## config.mk

```make
export PLATFORM = sky130hd
export DESIGN_NAME = instr_fetch
export DESIGN_NICKNAME = d
export VERILOG_FILES = /design/src/rtl/instr_fetch.sv
export SDC_FILE = /design/constraint.sdc
export NUM_CORES = 1
export LEC_CHECK = 0
export ABC_AREA = 1
export BUFFER_PORTS_ARGS = -buffer_cell sky130_fd_sc_hd__buf_2
export CORE_MARGIN = 3
export CORE_UTILIZATION = 45
export CTS_BUF_LIST = sky130_fd_sc_hd__clkbuf_8 sky130_fd_sc_hd__clkbuf_16
export DETAILED_ROUTE_END_ITERATION = 7
export GPL_ROUTABILITY_DRIVEN = 0
export PLACE_DENSITY = 0.78
export SLEW_MARGIN = 20
export SYNTH_ARGS = -nofsm -noshare
export SYNTH_HDL_FRONTEND = slang
export SYNTH_SLANG_ARGS = --single-unit
```

## constraint.sdc

```tcl
create_clock -name CLK -period 2.86 [get_ports CLK]
set_clock_uncertainty 0.15 [all_clocks]
set_input_delay 0.143 -clock CLK [delete_from_list [all_inputs] [get_ports CLK]]
set_output_delay 0.143 -clock CLK [all_outputs]
set_load 0.02 [all_outputs]
```

## src/rtl/instr_fetch.sv

```systemverilog
// Instruction fetch unit: 12-bit FetchPC, 1-cycle-latency memory reads, 2-entry instruction FIFO.
// Optional 4-entry return stack with Call/Ret/StackErr when INSTR_FETCH_CALL_STACK_EN is defined.
module instr_fetch (
  input  logic        CLK,
  input  logic        RST,
  output logic [11:0] MemAddr,
  output logic        MemRd,
  input  logic [15:0] MemData,
  input  logic        Stall,
  input  logic        Jump,
  input  logic [11:0] JumpAddr,
`ifdef INSTR_FETCH_CALL_STACK_EN
  input  logic        Call,
  input  logic        Ret,
  output logic        StackErr,
`endif
  output logic [15:0] Instr,
  output logic        InstrValid,
  output logic [11:0] InstrPC
);

  logic [11:0] fetch_pc_q, fetch_pc_d;
  logic [15:0] fifo_data_q [2];
  logic [11:0] fifo_pc_q [2];
  logic        head_q, head_d;
  logic [1:0]  count_q, count_d;
  logic        inflight_q, inflight_d;
  logic [11:0] inflight_addr_q, inflight_addr_d;

  logic        pop, push, mem_rd, wr_idx;
  logic [2:0]  occupancy;
  logic        redirect;
  logic [11:0] redirect_addr;
  logic [11:0] head_pc;

  assign head_pc = fifo_pc_q[head_q];
  assign wr_idx  = head_q ^ count_q[0];

`ifdef INSTR_FETCH_CALL_STACK_EN
  logic [11:0] stk_q [4];
  logic [11:0] stk_d [4];
  logic [1:0]  sp_q, sp_d;
  logic [2:0]  scnt_q, scnt_d;
  logic        err_q, err_d;
  logic        call_go, ret_go;
  logic [11:0] ret_addr;

  assign call_go  = Call & ~Jump;
  assign ret_go   = Ret & ~Jump & ~Call;
  assign StackErr = err_q;

  // Circular buffer: when full, the slot at sp_q holds the oldest entry, so a push overwrites it.
  always_comb begin
    stk_d    = stk_q;
    sp_d     = sp_q;
    scnt_d   = scnt_q;
    err_d    = err_q;
    ret_addr = '0;
    if (scnt_q != 3'd0) ret_addr = stk_q[sp_q - 2'd1];
    if (call_go) begin
      stk_d[sp_q] = head_pc + 12'd1;
      sp_d        = sp_q + 2'd1;
      if (scnt_q == 3'd4) err_d = 1'b1;
      else                scnt_d = scnt_q + 3'd1;
    end else if (ret_go) begin
      if (scnt_q == 3'd0) begin
        err_d = 1'b1;
      end else begin
        sp_d   = sp_q - 2'd1;
        scnt_d = scnt_q - 3'd1;
      end
    end
  end

  always_ff @(posedge CLK) begin
    if (RST) begin
      sp_q   <= '0;
      scnt_q <= '0;
      err_q  <= 1'b0;
      for (int unsigned i = 0; i < 4; i++) stk_q[i] <= '0;
    end else begin
      sp_q   <= sp_d;
      scnt_q <= scnt_d;
      err_q  <= err_d;
      stk_q  <= stk_d;
    end
  end

  assign redirect      = Jump | Call | Ret;
  assign redirect_addr = (Jump | Call) ? JumpAddr : ret_addr;
`else
  assign redirect      = Jump;
  assign redirect_addr = JumpAddr;
`endif

  assign InstrValid = ~RST & (count_q != 2'd0);
  assign Instr      = RST ? '0 : fifo_data_q[head_q];
  assign InstrPC    = RST ? '0 : head_pc;
  assign MemAddr    = RST ? '0 : fetch_pc_q;
  assign MemRd      = mem_rd;

  always_comb begin
    pop       = InstrValid & ~Stall;
    occupancy = {1'b0, count_q} + {2'b00, inflight_q} - {2'b00, pop};
    mem_rd    = ~RST & ~redirect & (occupancy < 3'd2);
    // The word returning this cycle belongs to a stale stream if a redirect is in progress.
    push      = inflight_q & ~redirect & ~RST;

    inflight_d      = mem_rd;
    inflight_addr_d = fetch_pc_q;

    fetch_pc_d = fetch_pc_q;
    if (redirect)    fetch_pc_d = redirect_addr;
    else if (mem_rd) fetch_pc_d = fetch_pc_q + 12'd1;

    if (redirect) begin
      count_d = '0;
      head_d  = 1'b0;
    end else begin
      count_d = count_q + {1'b0, push} - {1'b0, pop};
      head_d  = head_q ^ pop;
    end
  end

  always_ff @(posedge CLK) begin
    if (RST) begin
      fetch_pc_q      <= '0;
      head_q          <= 1'b0;
      count_q         <= '0;
      inflight_q      <= 1'b0;
      inflight_addr_q <= '0;
      for (int unsigned i = 0; i < 2; i++) begin
        fifo_data_q[i] <= '0;
        fifo_pc_q[i]   <= '0;
      end
    end else begin
      fetch_pc_q      <= fetch_pc_d;
      head_q          <= head_d;
      count_q         <= count_d;
      inflight_q      <= inflight_d;
      inflight_addr_q <= inflight_addr_d;
      if (push) begin
        fifo_data_q[wr_idx] <= MemData;
        fifo_pc_q[wr_idx]   <= inflight_addr_q;
      end
    end
  end

endmodule

```

==> results of run 1 <==
cell type report:
type	instances	area, um2	share of cell area
clock buffer	10	149	0.0303
clock inverter	6	46.3	0.00943
inverter	63	243	0.0495
timing repair buffer	118	779	0.159
sequential	84	2240	0.457
tap	105	131	0.0268
multi-input combinational	278	1310	0.268
registers in the layout, indices dropped and copies added (netlist names):
signal and flops:
count_q 2, inflight_q 1, head_q 1, fetch_pc_q 12, fifo_data_q 32, inflight_addr_q 12
fifo_pc_q 24
cell usage in the layout, fill, tap and decap left out, types with 2 or more instances in the layout:
cell	count
dlygate4sd3_1	28
or2_2	3
clkbuf_8	9
inv_6	2
o21ai_0	36
inv_1	58
nand2_2	4
nand2_1	47
clkinv_4	2
nand3_1	23
buf_4	17
buf_2	72
clkinvlp_4	2
nor2_1	131
dfxtp_2	2
edfxtp_1	56
inv_2	3
a21oi_1	11
dfxtp_1	26
nor2_4	10
clkinv_2	2
xnor2_1	3
ha_1	4
path summary, 6_finish.rpt:
check / startpoint / end / slack [ps]
worst max-delay path: count_q[1] / MemRd / 90
worst max register to register: count_q[1] / fetch_pc_q[7] / 130
worst min-delay path: MemData[11] / fifo_data_q[1][11] / 7
worst min register to register: fetch_pc_q[10] / inflight_addr_q[10] / 340
worst max-delay path, cell delays in order, from the launching register on:
cell and delay [ps]:
dfxtp_2 330, inv_1 60, a21oi_2 170, nand2_2 80, inv_2 60, ha_1 210, or2_2 310, fa_1 380
inv_1 80, nand2_1 70, nand2_1 110, nand2_4 80, inv_6 70, buf_6 110
metal layers:
layer	track usage	routed length (um)	part of all wire	up-vias
li1	-	-	-	1617
met1	0.214	3500	0.42	1435
met2	0.299	4140	0.50	102
met3	0.0326	559	0.067	12
met4	0.0693	117	0.014	0
met5	0	0	0	-
stage by stage:
step	power (mW)	TNS, ps	setup WS [ps]
after detailed placement	1.62	0	55.8
after global placement	1.61	0	197
final	2.43	0	88.5
after floorplan	1.53	0	77.0
after global routing	2.54	-101	-50.3
after CTS	2.45	0	14.2
kinds of logic after synthesis:
kind of cell	Yosys count	share of synthesized area
xor gates and xnor gates	4	0.00903
buffers and inverters	82	0.0887
AOI/OAI and AO/OA	49	0.0639
adders and majority gates	5	0.0181
DFF	84	0.578
and+or+nand+nor	220	0.242
power groups by stage:
stage	registers, mW	logic [mW]	clock network [mW]
after global placement	1.39	0.216	0
after detailed placement	1.40	0.221	0
after floorplan	1.39	0.142	0
final	1.37	0.260	0.804
after global routing	1.37	0.289	0.873
after CTS	1.37	0.255	0.824
timing repair:
item	4_1_cts	5_1_grt
endpoints found under the hold margin	42	0
gates resized for setup	8	4
setup endpoints to repair	1	7
pin swaps	4	2
setup buffers	2	3
hold buffers	28	0
==> results.py, run 1 <==
metrics = {
    "job": {
        "drv_cap": 0,
    },
    "global_routing": {
        "grt_use_total": 0.173,
        "grt_max_degree": 34,
        "grt_antenna_before_repair": 0,
        "grt_pass1_vias": 3097,
        "grt-ovfl-total": 0,
        "grt_pass1_wl_um": 13700,
    },
    "power": {
        "intPower_mw": 1.82,
        "switchingPower_uw": 614,
        "clockPowerShare": 0.331,
        "p_seq_frac": 0.563,
        "p_sw_frac": 0.252,
        "vdd_ir_drop_max_uv": 224,
        "p_comb_frac": 0.107,
        "power.leakage_nw": 2.23,
        "power-per-cell-area_nw_per_um2": 496,
    },
    "yosys": {
        "synth_flop_cell": "edfxtp_1",
        "yosysWarnings": 0,
        "synth_area_per_cell_um2": 8.74,
        "synthArstFlopShare": 0,
        "ys_top_cells_by_area": "edfxtp_1 43%, dfxtp_1 14%, nor2_1 13%, inv_1 5.7%, nand2_1 4.7%",
        "synth_nets": 481,
        "synth_seq_cells": 84,
        "synth_top_area_share": 0.434,
        "ys_seq_area_frac": 0.578,
        "synth_area_um2": 3880,
        "synth_top_area_cell": "edfxtp_1",
        "synth.most_common_cell": "nor2_1",
        "yosys-top-cells-count": "132 x nor2_1, 59 x inv_1, 56 x edfxtp_1, 49 x nand2_1, 36 x o21ai_0",
        "synth.distinct_cells": 26,
        "synth_cells": 444,
        "synth-edff-count": 56,
    },
    "worst_setup_path": {
        "cp.required_ps": 2570,
        "worst_setup_path_start_kind": "flop",
        "path_class": "reg -> out",
        "reg2reg_depth": 16,
        "cp_max_fo": 5,
        "end_kind": "output port",
        "arrival_ps": 2480,
    },
    "clock_network": {
        "cts.sinks": 84,
        "cts.clk_slew.worst_paths_ps": 80,
        "cts_buffer_depth": 2,
        "root_buffer": "clkbuf_8",
        "cts_tree": "done",
        "clk_latency_ps": 350,
        "h-tree-depth": 3,
        "cts-buffers-inserted": 9,
    },
    "timing": {
        "max_freq_mhz": 361,
        "worst_hold_slack_ps": 7.24,
        "worst_slew_pin_slew_ps": 480,
        "rsz0062_at_grt": "yes",
        "finalHoldViolCount": 0,
        "slew_viol_final": 0,
        "setup_violations": 0,
        "period_share": 0.969,
        "slew-limit-headroom": 0.680,
        "min_period_ps": 2770,
    },
    "final_layout": {
        "final_cell_area_um2": 4910,
        "layout-drive-gt1-share": 0.236,
        "final_cells": 664,
        "final_util": 0.591,
        "antenna_cells": 0,
        "fillCellCount": 706,
        "final_nets": 591,
        "syn2layout_area_growth_pct": 26.5,
    },
    "place": {
        "io_buffers": 73,
        "hpwlAfterDp_um": 5610,
        "placed_area_um2": 4360,
        "place_inst": 615,
    },
    "detailed_routing": {
        "wl_per_cell_um": 12.5,
        "vias": 3166,
        "finalWirelength_um": 8320,
        "firstDrtPassIters": 4,
        "drt-initial-drc-count": 128,
        "antenna_left": 0,
        "viasPerCell": 4.77,
        "drc": 0,
    },
    "die": {
        "core-area_um2": 8300,
        "die_w_um": 98.8,
        "die_area_um2": 9770,
        "rows": 33,
        "start_util": 0.467,
        "io_pins": 74,
        "die_y_um": 98.8,
    },
    "worst_hold_path": {
        "hp-class": "in -> reg",
        "hold_depth": 3,
    },
    "run_status": {
        "status": "finished clean",
    },
}
No activity file was read; power rests on OpenSTA's default activity.
==> run 2, diff against run 1 <==
--- a/config.mk
+++ b/config.mk
@@ -8,11 +8,11 @@
 export ABC_AREA = 1
 export BUFFER_PORTS_ARGS = -buffer_cell sky130_fd_sc_hd__buf_2
 export CORE_MARGIN = 3
-export CORE_UTILIZATION = 45
+export CORE_UTILIZATION = 49
 export CTS_BUF_LIST = sky130_fd_sc_hd__clkbuf_8 sky130_fd_sc_hd__clkbuf_16
 export DETAILED_ROUTE_END_ITERATION = 7
 export GPL_ROUTABILITY_DRIVEN = 0
-export PLACE_DENSITY = 0.78
+export PLACE_DENSITY = 0.83
 export SLEW_MARGIN = 20
 export SYNTH_ARGS = -nofsm -noshare
 export SYNTH_HDL_FRONTEND = slang
==> results.py, run 2 (synthesis results as in run 1) <==
metrics = {
    "run_status": {
        "status": "finished clean",
    },
    "power": {
        "power-per-cell-area_nw_per_um2": 502,
        "power.leakage_nw": 2.24,
        "vdd_ir_drop_max_uv": 320,
    },
    "clock_network": {
        "root_buffer": "clkbuf_8",
        "cts-buffers-inserted": 9,
        "cts_tree": "done",
        "cts.sinks": 84,
        "cts_buffer_depth": 2,
        "cts.clk_slew.worst_paths_ps": 80,
        "h-tree-depth": 3,
        "clk_latency_ps": 350,
    },
    "worst_setup_path": {
        "cp_slowest_stage_delay_ps": 490,
        "cp_max_fo": 3,
        "worst_setup_path_start_kind": "flop",
        "cp.required_ps": 2570,
        "end_kind": "output port",
        "reg2reg_to": "fetch_pc_q[7]",
        "crit_slowest_cell": "fa_1",
        "cp_num_buf_inv": 5,
        "crit_family": "adder cells",
        "reg2reg_depth": 15,
        "cpMostUsedCell": "inv_1",
        "path_class": "reg -> out",
        "r2r_start": "count_q[1]",
        "crit_path_cell_trace": "inv_1, a21oi_2, nand2_2, inv_2, ha_4, or2_4, fa_1, inv_1, nor2_4, nand2_4, inv_6, buf_6",
        "reg2reg_setup_slack_ps": 60,
        "arrival_ps": 2540,
    },
    "detailed_routing": {
        "viasPerCell": 5.01,
        "drc": 0,
        "firstDrtPassIters": 5,
        "wl_per_cell_um": 13.4,
        "vias": 3285,
        "drt-initial-drc-count": 243,
        "finalWirelength_um": 8810,
        "antenna_left": 0,
    },
    "place": {
        "hpwlAfterDp_um": 5440,
        "placed_area_um2": 4340,
        "io_buffers": 73,
        "pre_cts_ws_ps": -67.7,
    },
    "global_routing": {
        "grt_max_degree": 34,
        "grt_pass1_wl_um": 14100,
        "grt_antenna_before_repair": 0,
        "grt_use_total": 0.205,
        "grt-ovfl-total": 0,
        "grt_pass1_vias": 3161,
    },
    "final_layout": {
        "antenna_cells": 0,
        "layout-drive-gt1-share": 0.235,
        "final_util": 0.659,
        "final_common_cell": "nor2_1",
        "largest-register": "fifo_data_q",
        "final_cell_area_um2": 4910,
        "syn2layout_area_growth_pct": 26.6,
        "layout_common_cells": "131 x nor2_1, 72 x buf_2, 57 x inv_1",
        "reg_top3": "fifo_data_q x32, fifo_pc_q x24",
        "largest_reg_flops": 32,
        "final_nets": 589,
    },
    "die": {
        "die_w_um": 95.0,
        "start_util": 0.521,
        "core-area_um2": 7450,
        "io_pins": 74,
        "die_area_um2": 9020,
        "die_y_um": 95.0,
        "rows": 31,
    },
    "worst_hold_path": {
        "holdCritStartpoint": "JumpAddr[1]",
        "hold_depth": 5,
        "holdPathEnd": "fetch_pc_q[1]",
        "hp-class": "in -> reg",
    },
    "job": {
        "drv_cap": 0,
    },
    "timing": {
        "worst_hold_slack_ps": 52.9,
        "period_share": 0.991,
        "worst_slew_pin_slew_ps": 465,
        "setup_violations": 0,
        "tns_ps": 0,
        "slew_viol_final": 0,
        "max_freq_mhz": 353,
        "finalHoldViolCount": 0,
        "min_period_ps": 2830,
        "slew-limit-headroom": 0.690,
        "layout_setup_ws_ps": 25.9,
    },
}
-- run 2: metal layers --
layer / vias up / global-route usage / share of wire / wire, um
met5: - / 0 / 0 / 0
met4: 0 / 0.0865 / 0.023 / 202
met3: 21 / 0.0510 / 0.087 / 771
met2: 184 / 0.352 / 0.50 / 4410
met1: 1466 / 0.243 / 0.39 / 3430
li1: 1614 / - / - / -
-- run 2: power breakdown --
part / switching, mW / total, mW / internal [mW] / leakage [nW]
logic: 0.162 / 0.264 / 0.101 / 1.33
clock network: 0.431 / 0.832 / 0.401 / 0.101
registers: 0.0247 / 1.37 / 1.34 / 0.811
-- run 2: how the worst max path moves through the flow --
| stage | start | to | slack [ps] | cells past startpoint |
|---|---|---|---|---|
| 2_1_floorplan | count_q[1] | fetch_pc_q[3] | 80 | 15 |
| 3_3_place_gp | count_q[1] | MemRd | 140 | 12 |
| 3_5_place_dp | count_q[1] | fetch_pc_q[2] | -70 | 14 |
| 4_1_cts | count_q[0] | MemRd | 40 | 12 |
| 5_1_grt | count_q[1] | MemRd | -50 | 12 |
| 6_report | count_q[1] | MemRd | 30 | 12 |
-- run 2: cell type report --
class	instances	area [um2]
fill	604	2540
sequential	84	2250
multi-input combinational	278	1330
timing repair buffer	116	777
inverter	63	243
clock buffer	9	124
tap	99	124
clock inverter	7	67.6
-- run 2: worst min-delay path, delay by kind of cell --
kind / cells / cell delay [ps]
buffers and inverters: 1 / 80
and+or+nand+nor: 4 / 290
-- run 2: repair_timing --
| item | 4_1_cts | 5_1_grt |
|---|---|---|
| endpoints found under the hold margin | 39 | 0 |
| resized for setup | 11 | 6 |
| setup endpoints to repair | 12 | 13 |
| hold buffers | 28 | 0 |
| pin swaps | 3 | 4 |
| buffers inserted | 5 | 2 |
-- run 2: per-stage QoR --
step           total power [mW]  std cells
6_report                   2.46        656
5_1_grt                    2.55        656
4_1_cts                    2.47        654
3_5_place_dp               1.62        605
3_3_place_gp               1.61        605
2_1_floorplan              1.53        444
